===== config.mk =====
export PLATFORM = sky130hd
export DESIGN_NAME = vga_timing_gen
export DESIGN_NICKNAME = d
export VERILOG_FILES = /design/src/rtl/vga_timing_gen.sv
export SDC_FILE = /design/constraint.sdc
export NUM_CORES = 1
export LEC_CHECK = 0
export ABC_AREA = 1
export CAP_MARGIN = 20
export CORE_UTILIZATION = 28
export CTS_BUF_LIST = sky130_fd_sc_hd__clkbuf_4
export DETAILED_ROUTE_END_ITERATION = 7
export PLACE_DENSITY = 0.63
export SLEW_MARGIN = 20
export SYNTH_ARGS = -nofsm -noshare
export SYNTH_HDL_FRONTEND = slang
export SYNTH_SLANG_ARGS = --single-unit

===== constraint.sdc =====
create_clock -name MAX10_CLK1_50 -period 2.4 [get_ports MAX10_CLK1_50]
set_clock_uncertainty 0.1 [all_clocks]
set_input_delay 0.24 -clock MAX10_CLK1_50 [delete_from_list [all_inputs] [get_ports MAX10_CLK1_50]]
set_output_delay 0.24 -clock MAX10_CLK1_50 [all_outputs]
set_load 0.1 [all_outputs]

===== src/rtl/vga_timing_gen.sv =====
// VGA timing generator: pixel-rate divider, h/v counters, sync and blanking, and a small
// pattern source (framebuffer pass-through, solid colour, colour bars, checkerboard).
// Colour, sync and de are registered from the pre-update counters, so they trail the
// counter position (pix_req/pix_x/pix_y) by exactly one pixel.
module vga_timing_gen #(
  parameter int unsigned H_ACTIVE = 800,
  parameter int unsigned H_FP     = 56,
  parameter int unsigned H_SYNC   = 120,
  parameter int unsigned H_BP     = 64,
  parameter int unsigned V_ACTIVE = 600,
  parameter int unsigned V_FP     = 37,
  parameter int unsigned V_SYNC   = 6,
  parameter int unsigned V_BP     = 23,
  parameter bit          HS_POL   = 1'b1,
  parameter bit          VS_POL   = 1'b1,
  parameter int unsigned CLK_DIV  = 1,
  parameter int unsigned COLOR_W  = 4,
  parameter int unsigned XW       = 11,
  parameter int unsigned YW       = 10
) (
  input  logic                   MAX10_CLK1_50,
  input  logic                   reset,
  input  logic [1:0]             mode,
  input  logic [3*COLOR_W-1:0]   solid_rgb,
  input  logic [3*COLOR_W-1:0]   pix_rgb,
  output logic                   pix_req,
  output logic [XW-1:0]          pix_x,
  output logic [YW-1:0]          pix_y,
  output logic [COLOR_W-1:0]     VGA_R,
  output logic [COLOR_W-1:0]     VGA_G,
  output logic [COLOR_W-1:0]     VGA_B,
  output logic                   VGA_HS,
  output logic                   VGA_VS,
  output logic                   de,
  output logic                   line_start,
  output logic                   frame_start
);

  localparam int unsigned H_TOTAL = H_ACTIVE + H_FP + H_SYNC + H_BP;
  localparam int unsigned V_TOTAL = V_ACTIVE + V_FP + V_SYNC + V_BP;
  localparam int unsigned BAR_W   = H_ACTIVE / 8;

  localparam logic [XW-1:0] H_LAST = XW'(H_TOTAL - 1);
  localparam logic [YW-1:0] V_LAST = YW'(V_TOTAL - 1);
  localparam logic [XW-1:0] H_ACT  = XW'(H_ACTIVE);
  localparam logic [YW-1:0] V_ACT  = YW'(V_ACTIVE);
  localparam logic [XW-1:0] H_SS   = XW'(H_ACTIVE + H_FP);
  localparam logic [XW-1:0] H_SE   = XW'(H_ACTIVE + H_FP + H_SYNC);
  localparam logic [YW-1:0] V_SS   = YW'(V_ACTIVE + V_FP);
  localparam logic [YW-1:0] V_SE   = YW'(V_ACTIVE + V_FP + V_SYNC);
  localparam logic [XW-1:0] BAR_WX = XW'(BAR_W);
  localparam logic [XW-1:0] BAR_MX = XW'(7);

  localparam int unsigned CW = COLOR_W;

  logic            w_pix_en;
  logic [XW-1:0]   r_h_cnt, w_h_nxt;
  logic [YW-1:0]   r_v_cnt, w_v_nxt;
  logic            w_h_wrap, w_v_wrap;
  logic            w_hs_win, w_vs_win;
  logic [XW-1:0]   w_bar_idx;
  logic [2:0]      w_bar;
  logic [3*CW-1:0] w_rgb;
  logic [3*CW-1:0] r_rgb;
  logic            r_de, r_hs, r_vs, r_line_start, r_frame_start;

  if (CLK_DIV <= 1) begin : g_nodiv
    assign w_pix_en = 1'b1;
  end else begin : g_div
    localparam int unsigned DW = $clog2(CLK_DIV);
    localparam logic [DW-1:0] DIV_LAST = DW'(CLK_DIV - 1);
    logic [DW-1:0] r_div;

    // Pixel divider: one pix_en clock every CLK_DIV clocks.
    always_ff @(posedge MAX10_CLK1_50) begin
      if (reset) begin
        r_div <= '0;
      end else if (r_div == DIV_LAST) begin
        r_div <= '0;
      end else begin
        r_div <= r_div + DW'(1);
      end
    end

    assign w_pix_en = (r_div == DIV_LAST);
  end

  assign w_h_wrap = (r_h_cnt == H_LAST);
  assign w_v_wrap = (r_v_cnt == V_LAST);

  // Raster position next-state: h advances every pixel, v advances on h wrap.
  always_comb begin
    w_h_nxt = r_h_cnt;
    w_v_nxt = r_v_cnt;
    if (w_pix_en) begin
      if (w_h_wrap) begin
        w_h_nxt = '0;
        w_v_nxt = w_v_wrap ? '0 : r_v_cnt + YW'(1);
      end else begin
        w_h_nxt = r_h_cnt + XW'(1);
      end
    end
  end

  // Raster position registers.
  always_ff @(posedge MAX10_CLK1_50) begin
    if (reset) begin
      r_h_cnt <= '0;
      r_v_cnt <= '0;
    end else begin
      r_h_cnt <= w_h_nxt;
      r_v_cnt <= w_v_nxt;
    end
  end

  assign pix_req  = (r_h_cnt < H_ACT) && (r_v_cnt < V_ACT);
  assign pix_x    = pix_req ? r_h_cnt : '0;
  assign pix_y    = pix_req ? r_v_cnt : '0;
  assign w_hs_win = (r_h_cnt >= H_SS) && (r_h_cnt < H_SE);
  assign w_vs_win = (r_v_cnt >= V_SS) && (r_v_cnt < V_SE);

  // Colour for the current counter position; bar index saturates at the last (black) bar
  // when H_ACTIVE is not a multiple of eight.
  always_comb begin
    w_bar_idx = r_h_cnt / BAR_WX;
    w_bar     = (w_bar_idx > BAR_MX) ? 3'd7 : w_bar_idx[2:0];
    w_rgb     = '0;
    case (mode)
      2'd0: w_rgb = pix_rgb;
      2'd1: w_rgb = solid_rgb;
      // Bar order white..black maps to R=~b[1], G=~b[2], B=~b[0].
      2'd2: w_rgb = {{CW{~w_bar[1]}}, {CW{~w_bar[2]}}, {CW{~w_bar[0]}}};
      default: w_rgb = {3*CW{r_h_cnt[5] ^ r_v_cnt[5]}};
    endcase
  end

  // Output pixel register: updated only on pix_en so each pixel is held for CLK_DIV clocks.
  always_ff @(posedge MAX10_CLK1_50) begin
    if (reset) begin
      r_rgb         <= '0;
      r_de          <= 1'b0;
      r_hs          <= ~HS_POL;
      r_vs          <= ~VS_POL;
      r_line_start  <= 1'b0;
      r_frame_start <= 1'b0;
    end else if (w_pix_en) begin
      r_rgb         <= pix_req ? w_rgb : '0;
      r_de          <= pix_req;
      r_hs          <= w_hs_win ? HS_POL : ~HS_POL;
      r_vs          <= w_vs_win ? VS_POL : ~VS_POL;
      r_line_start  <= w_h_wrap;
      r_frame_start <= w_h_wrap && w_v_wrap;
    end else begin
      r_line_start  <= 1'b0;
      r_frame_start <= 1'b0;
    end
  end

  assign VGA_R       = r_rgb[3*CW-1:2*CW];
  assign VGA_G       = r_rgb[2*CW-1:CW];
  assign VGA_B       = r_rgb[CW-1:0];
  assign de          = r_de;
  assign VGA_HS      = r_hs;
  assign VGA_VS      = r_vs;
  assign line_start  = r_line_start;
  assign frame_start = r_frame_start;

endmodule

==> results by stage <==
Clocking:
- The clock tree from TritonCTS is built.
- The later pin in the worst-skew pair is clocked with a latency of 340 ps.
- The clock passes through at most 2 buffers.
- The clock sink count is 38.
- Clock tree synthesis inserted a total of 5 buffers.
- The clock root buffer is sky130_fd_sc_hd__clkbuf_4.
- The H-tree was split into 2 levels.
- Clock-pin slew was measured on the worst setup and hold paths at 110 ps.
- The post-cts hold buffer count is 0.

Global route:
- Entering global routing, the biggest net connects 14 pins.
- The first global-routing pass estimated 12500 um of wire.
- The via count of the first global-routing pass was 2733.
- The overall routing resource usage is 15.9%.
- Global routing finished with a remaining overflow of 0.
- The initial antenna violation count came to 0.

Layout:
- For this run, the post-layout net count is 539.
- In the final layout, the share of cells above drive strength 1 is 39.3%.
- Fill cells in the final layout number 824.
- The final non-filler cell total is 615.
- The layout-stage area growth over the synthesis result is 73.5%.
- 0 antenna diodes ended up in the layout.

Worst hold path:
- In this run the most critical hold path is launched from r_h_cnt[0].
- The min-delay analysis places its worst path in the category flop to flop.

Placement:
- The number of placed instances, taps included, is 591.
- The wire-length estimate of the detail-placed layout is 5570 um.
- At the end of routability-driven placement, the weighted congestion stood at 0.841.
- The count of input and output buffers is 65.

Pwr:
- The clock network accounts for 25.5% of the total power.
- The worst-case IR drop observed on VDD is 176 uV.
- The reported leakage power is 2.05 nW.
- The share of total power dissipated in combinational logic is 25.1%.
- The fraction of power spent switching nets is 33.6%.
- The total power consumption of the routed design is 1.32 mW.
- In this run the power spent charging and discharging nets is 0.444 mW.
- The power density relative to cell area is 297 nW/um^2.
- Internal power comes to 0.876 mW.
- Sequential cells burn 49.4% of the power.

Synth:
- The Yosys step of the flow raised 0 warnings.
- The number of cells produced by synthesis is 394.
- The synthesized flop and latch total is 38.
- Of the total synthesized cell area, the portion taken by AND, OR, NAND and NOR gates is 41.6%.
- The most used flip-flop cell after synthesis is sky130_fd_sc_hd__dfxtp_1.
- Averaged over all synthesized cells, the footprint is 6.51 sq um.
- The sequential element share of the synthesized area is 29.7%.
- After Yosys synthesis, XOR and XNOR cells account for 0.683% of the synthesized area.
- The share of synthesized area in the top cell type comes to 29.7%.
- The synthesized design contains 0 enable-type register cells.
- In the synthesized netlist, mux cells make up 0% of the area.
- The share of flip-flops with an asynchronous set or reset after synthesis is 0%.
- Of the total synthesized cell area, the portion taken by full adders, half adders and majority gates is 2.44%.
- The post-synthesis net count is 427.
- The cell type contributing the most total cell area after synthesis is sky130_fd_sc_hd__dfxtp_1.
- The netlist area before placement is 2560 sq um.
- The number of different library cells in the post-synthesis netlist is 37.
- Yosys attributes the largest share of cell area to sky130_fd_sc_hd__dfxtp_1, sky130_fd_sc_hd__nand2_1, sky130_fd_sc_hd__inv_1.
- By area, the combinational part of the netlist is dominated by simple AND/OR/NAND/NOR gates.
- The synthesized netlist devotes 12.9% of its cell area to compound gates.

Worst setup path:
- The startpoint of the worst setup timing path is r_h_cnt[8].
- The worst flop-to-flop path startpoint is r_h_cnt[7].
- STA classifies the critical path endpoint as a primary output.
- Of all nets on the critical path, the largest fanout is 5.
- The signal arrival time at the worst endpoint is 2170 ps.
- The worst setup path is launched from a flop.
- The most numerous cell type found on the critical path is sky130_fd_sc_hd__nand2_4.
- The critical path goes through inv_4 -> nand2_2 -> nand2_4 -> nand3_4 -> nand2_4 -> nand2_4 -> buf_6 -> nor2_4 -> nand3_4 -> buf_6 -> clkbuf_16 -> nor2_4 -> buf_12.
- The worst setup path is of the flop to primary output kind.
- For this run, the slowest stage of the critical path takes 350 ps.
- For the worst setup path, the data required time is 2060 ps.
- The slowest stage of the critical path is the sky130_fd_sc_hd__dfxtp_2 cell.

Floorplanning:
- The die is 97.7 um tall.
- The cell row count is 34.
- The die covers 9540 sq um.
- The chip width is 97.7 um.
- The effective utilization at floorplan is 29.1%.
- The core region is 8810 sq um.
- The I/O pin total is 67.

Timing:
- Summed over all failing endpoints, the final setup total negative slack is -2210 ps.
- The share of the cycle needed by the critical path after routing is 105%.
- Static timing analysis puts the maximum clock frequency at 0.398 GHz.
- Setup repair after global routing could not meet its margin everywhere.
- The final hold violation count came to 0.
- Measured against its own limit, the worst slew margin works out to 45.3%.
- The final number of max-transition violations is 0.
- Once routing completed, OpenROAD measured the worst setup slack at -113 ps.
- The number of setup violations in the final report is 25.
- At the pin with the least slew margin, the transition time is 817 ps.
- The final critical-path required period is 2510 ps.

Run status:
- The flow ran to the end, but the final reports show violations.
- The final reports fail on design-rule violations, negative setup slack.

Routing:
- The DRC violations left is 20.
- The remaining antenna violation count is 0.
- The via count is 2926.
- The ratio of routed vias to standard cells is 4.76.
- For this block, the routed nets add up to 8150 um of wire.
- The starting DRC count in detailed routing is 114.
- The iteration count of the initial detailed-routing pass is 7.
- The average routed wire per standard cell is 13.3 um.

Job:
- The number of maximum-capacitance violations is 0.
==> path summary, 6_finish.rpt <==
check | to | slack (ps) | depth (start not counted)
worst max-delay path | pix_x[6] | -110 | 13
worst max register to register | r_rgb[0] | -110 | 20
worst min register to register | r_h_cnt[0] | 360 | 1
worst min-delay path | r_h_cnt[0] | 360 | 1
==> through the flow <==
step / instance area (sq um) / worst slack (ps) / hold WS (ps) / utilization (%)
after floorplan: 2610 / -193 / 212 / -
after global placement: 3770 / -68.7 / 327 / 42.9
after detailed placement: 3770 / -134 / 339 / 42.9
after CTS: 4100 / -50.3 / 365 / 46.5
after global routing: 4450 / -293 / 393 / 50.5
final: 4450 / -113 / 359 / 50.5
==> routing by layer <==
metal | GRT usage, % | wire length, um
met1 | 20.4 | 3550
met2 | 27.1 | 4040
met3 | 3.17 | 484
met5 | 0 | 0
met4 | 3.61 | 76
==> flip-flops by register name, summed over array words and instances, names as in the netlist <==
signal and count:
frame_start 1, r_h_cnt 11, de 1, VGA_HS 1, r_v_cnt 10, r_rgb 12
VGA_VS 1, line_start 1
==> kinds of logic after synthesis <==
| kind of cell | Yosys count |
|---|---|
| xor+xnor | 2 |
| simple gates | 210 |
| compound gates | 55 |
| fa+ha+maj | 5 |
| flops | 38 |
| buf+inv | 83 |
| other cells | 1 |
==> power by group through the flow <==
stage | combinational (mW) | sequential, mW | clock [mW]
5_1_grt | 0.350 | 0.655 | 0.383
2_1_floorplan | 0.100 | 0.782 | 0
3_3_place_gp | 0.317 | 0.671 | 0
4_1_cts | 0.322 | 0.655 | 0.352
6_report | 0.331 | 0.653 | 0.336
3_5_place_dp | 0.318 | 0.672 | 0
==> cell usage in the layout, fill, tap and decap left out, types with 2 or more instances in the layout <==
cell type	n
sky130_fd_sc_hd__clkbuf_16	2
sky130_fd_sc_hd__a21oi_1	14
sky130_fd_sc_hd__dfxtp_1	33
sky130_fd_sc_hd__nand3_1	26
sky130_fd_sc_hd__clkinv_1	3
sky130_fd_sc_hd__inv_1	59
sky130_fd_sc_hd__nand3_4	5
sky130_fd_sc_hd__buf_6	4
sky130_fd_sc_hd__nor3_1	13
sky130_fd_sc_hd__nor2_2	2
sky130_fd_sc_hd__inv_2	8
sky130_fd_sc_hd__o21ai_2	3
sky130_fd_sc_hd__nor3b_1	3
sky130_fd_sc_hd__nor2_1	23
sky130_fd_sc_hd__nand3_2	12
sky130_fd_sc_hd__a211oi_1	2
sky130_fd_sc_hd__nand2_1	53
sky130_fd_sc_hd__buf_12	24
sky130_fd_sc_hd__nand4_1	9
sky130_fd_sc_hd__nand2_8	5
sky130_fd_sc_hd__buf_4	58
sky130_fd_sc_hd__a22o_1	5
sky130_fd_sc_hd__ha_1	5
sky130_fd_sc_hd__dfxtp_4	4
sky130_fd_sc_hd__o21ai_0	15
sky130_fd_sc_hd__o21ai_1	6
sky130_fd_sc_hd__clkdlybuf4s50_1	27
sky130_fd_sc_hd__nand2_2	14
sky130_fd_sc_hd__a21boi_0	2
sky130_fd_sc_hd__nand2_4	15
sky130_fd_sc_hd__nor2_4	25
sky130_fd_sc_hd__inv_4	3
sky130_fd_sc_hd__nor4_1	2
sky130_fd_sc_hd__clkbuf_4	6
==> cell usage after synthesis, types with 2 or more instances <==
cell type,count
sky130_fd_sc_hd__nand2_2,10
sky130_fd_sc_hd__nor3b_1,4
sky130_fd_sc_hd__nand2_1,67
sky130_fd_sc_hd__ha_1,5
sky130_fd_sc_hd__clkbuf_1,6
sky130_fd_sc_hd__o21ai_1,6
sky130_fd_sc_hd__nand3_2,5
sky130_fd_sc_hd__nor2_4,3
sky130_fd_sc_hd__a21oi_1,16
sky130_fd_sc_hd__a21boi_0,2
sky130_fd_sc_hd__nor3_1,14
sky130_fd_sc_hd__nand3_1,37
sky130_fd_sc_hd__o21ai_0,18
sky130_fd_sc_hd__buf_2,2
sky130_fd_sc_hd__a22o_1,5
sky130_fd_sc_hd__nand2_4,10
sky130_fd_sc_hd__clkinv_1,2
sky130_fd_sc_hd__buf_4,2
sky130_fd_sc_hd__nand4_1,9
sky130_fd_sc_hd__a211oi_1,2
sky130_fd_sc_hd__nor4_1,2
sky130_fd_sc_hd__nor2_1,46
sky130_fd_sc_hd__inv_2,9
sky130_fd_sc_hd__dfxtp_1,38
sky130_fd_sc_hd__inv_1,62
==> cell type report <==
| cell class | instances | area, sq um | area share, % |
|---|---|---|---|
| Tap cell | 108 | 135 | 3.04 |
| Clock inverter | 2 | 8.76 | 0.197 |
| Inverter | 73 | 294 | 6.61 |
| Timing Repair Buffer | 115 | 1280 | 28.8 |
| Sequential cell | 38 | 777 | 17.5 |
| Clock buffer | 6 | 45.0 | 1.01 |
| Multi-Input combinational cell | 273 | 1910 | 42.9 |
==> worst max-delay path, delay by kind of cell (launching register included) <==
family                 cells  cell delay (ps)
buffers and inverters      5              720
DFF                        1              350
and+or+nand+nor            8              750
==> what timing repair did <==
action	CTS	global route
setup buffers	8	6
cloned	1	2
gates resized for setup	47	64
endpoints found under the setup margin	29	29
pin swaps	4	12
Note: power is estimated with default switching activity, not from simulation.
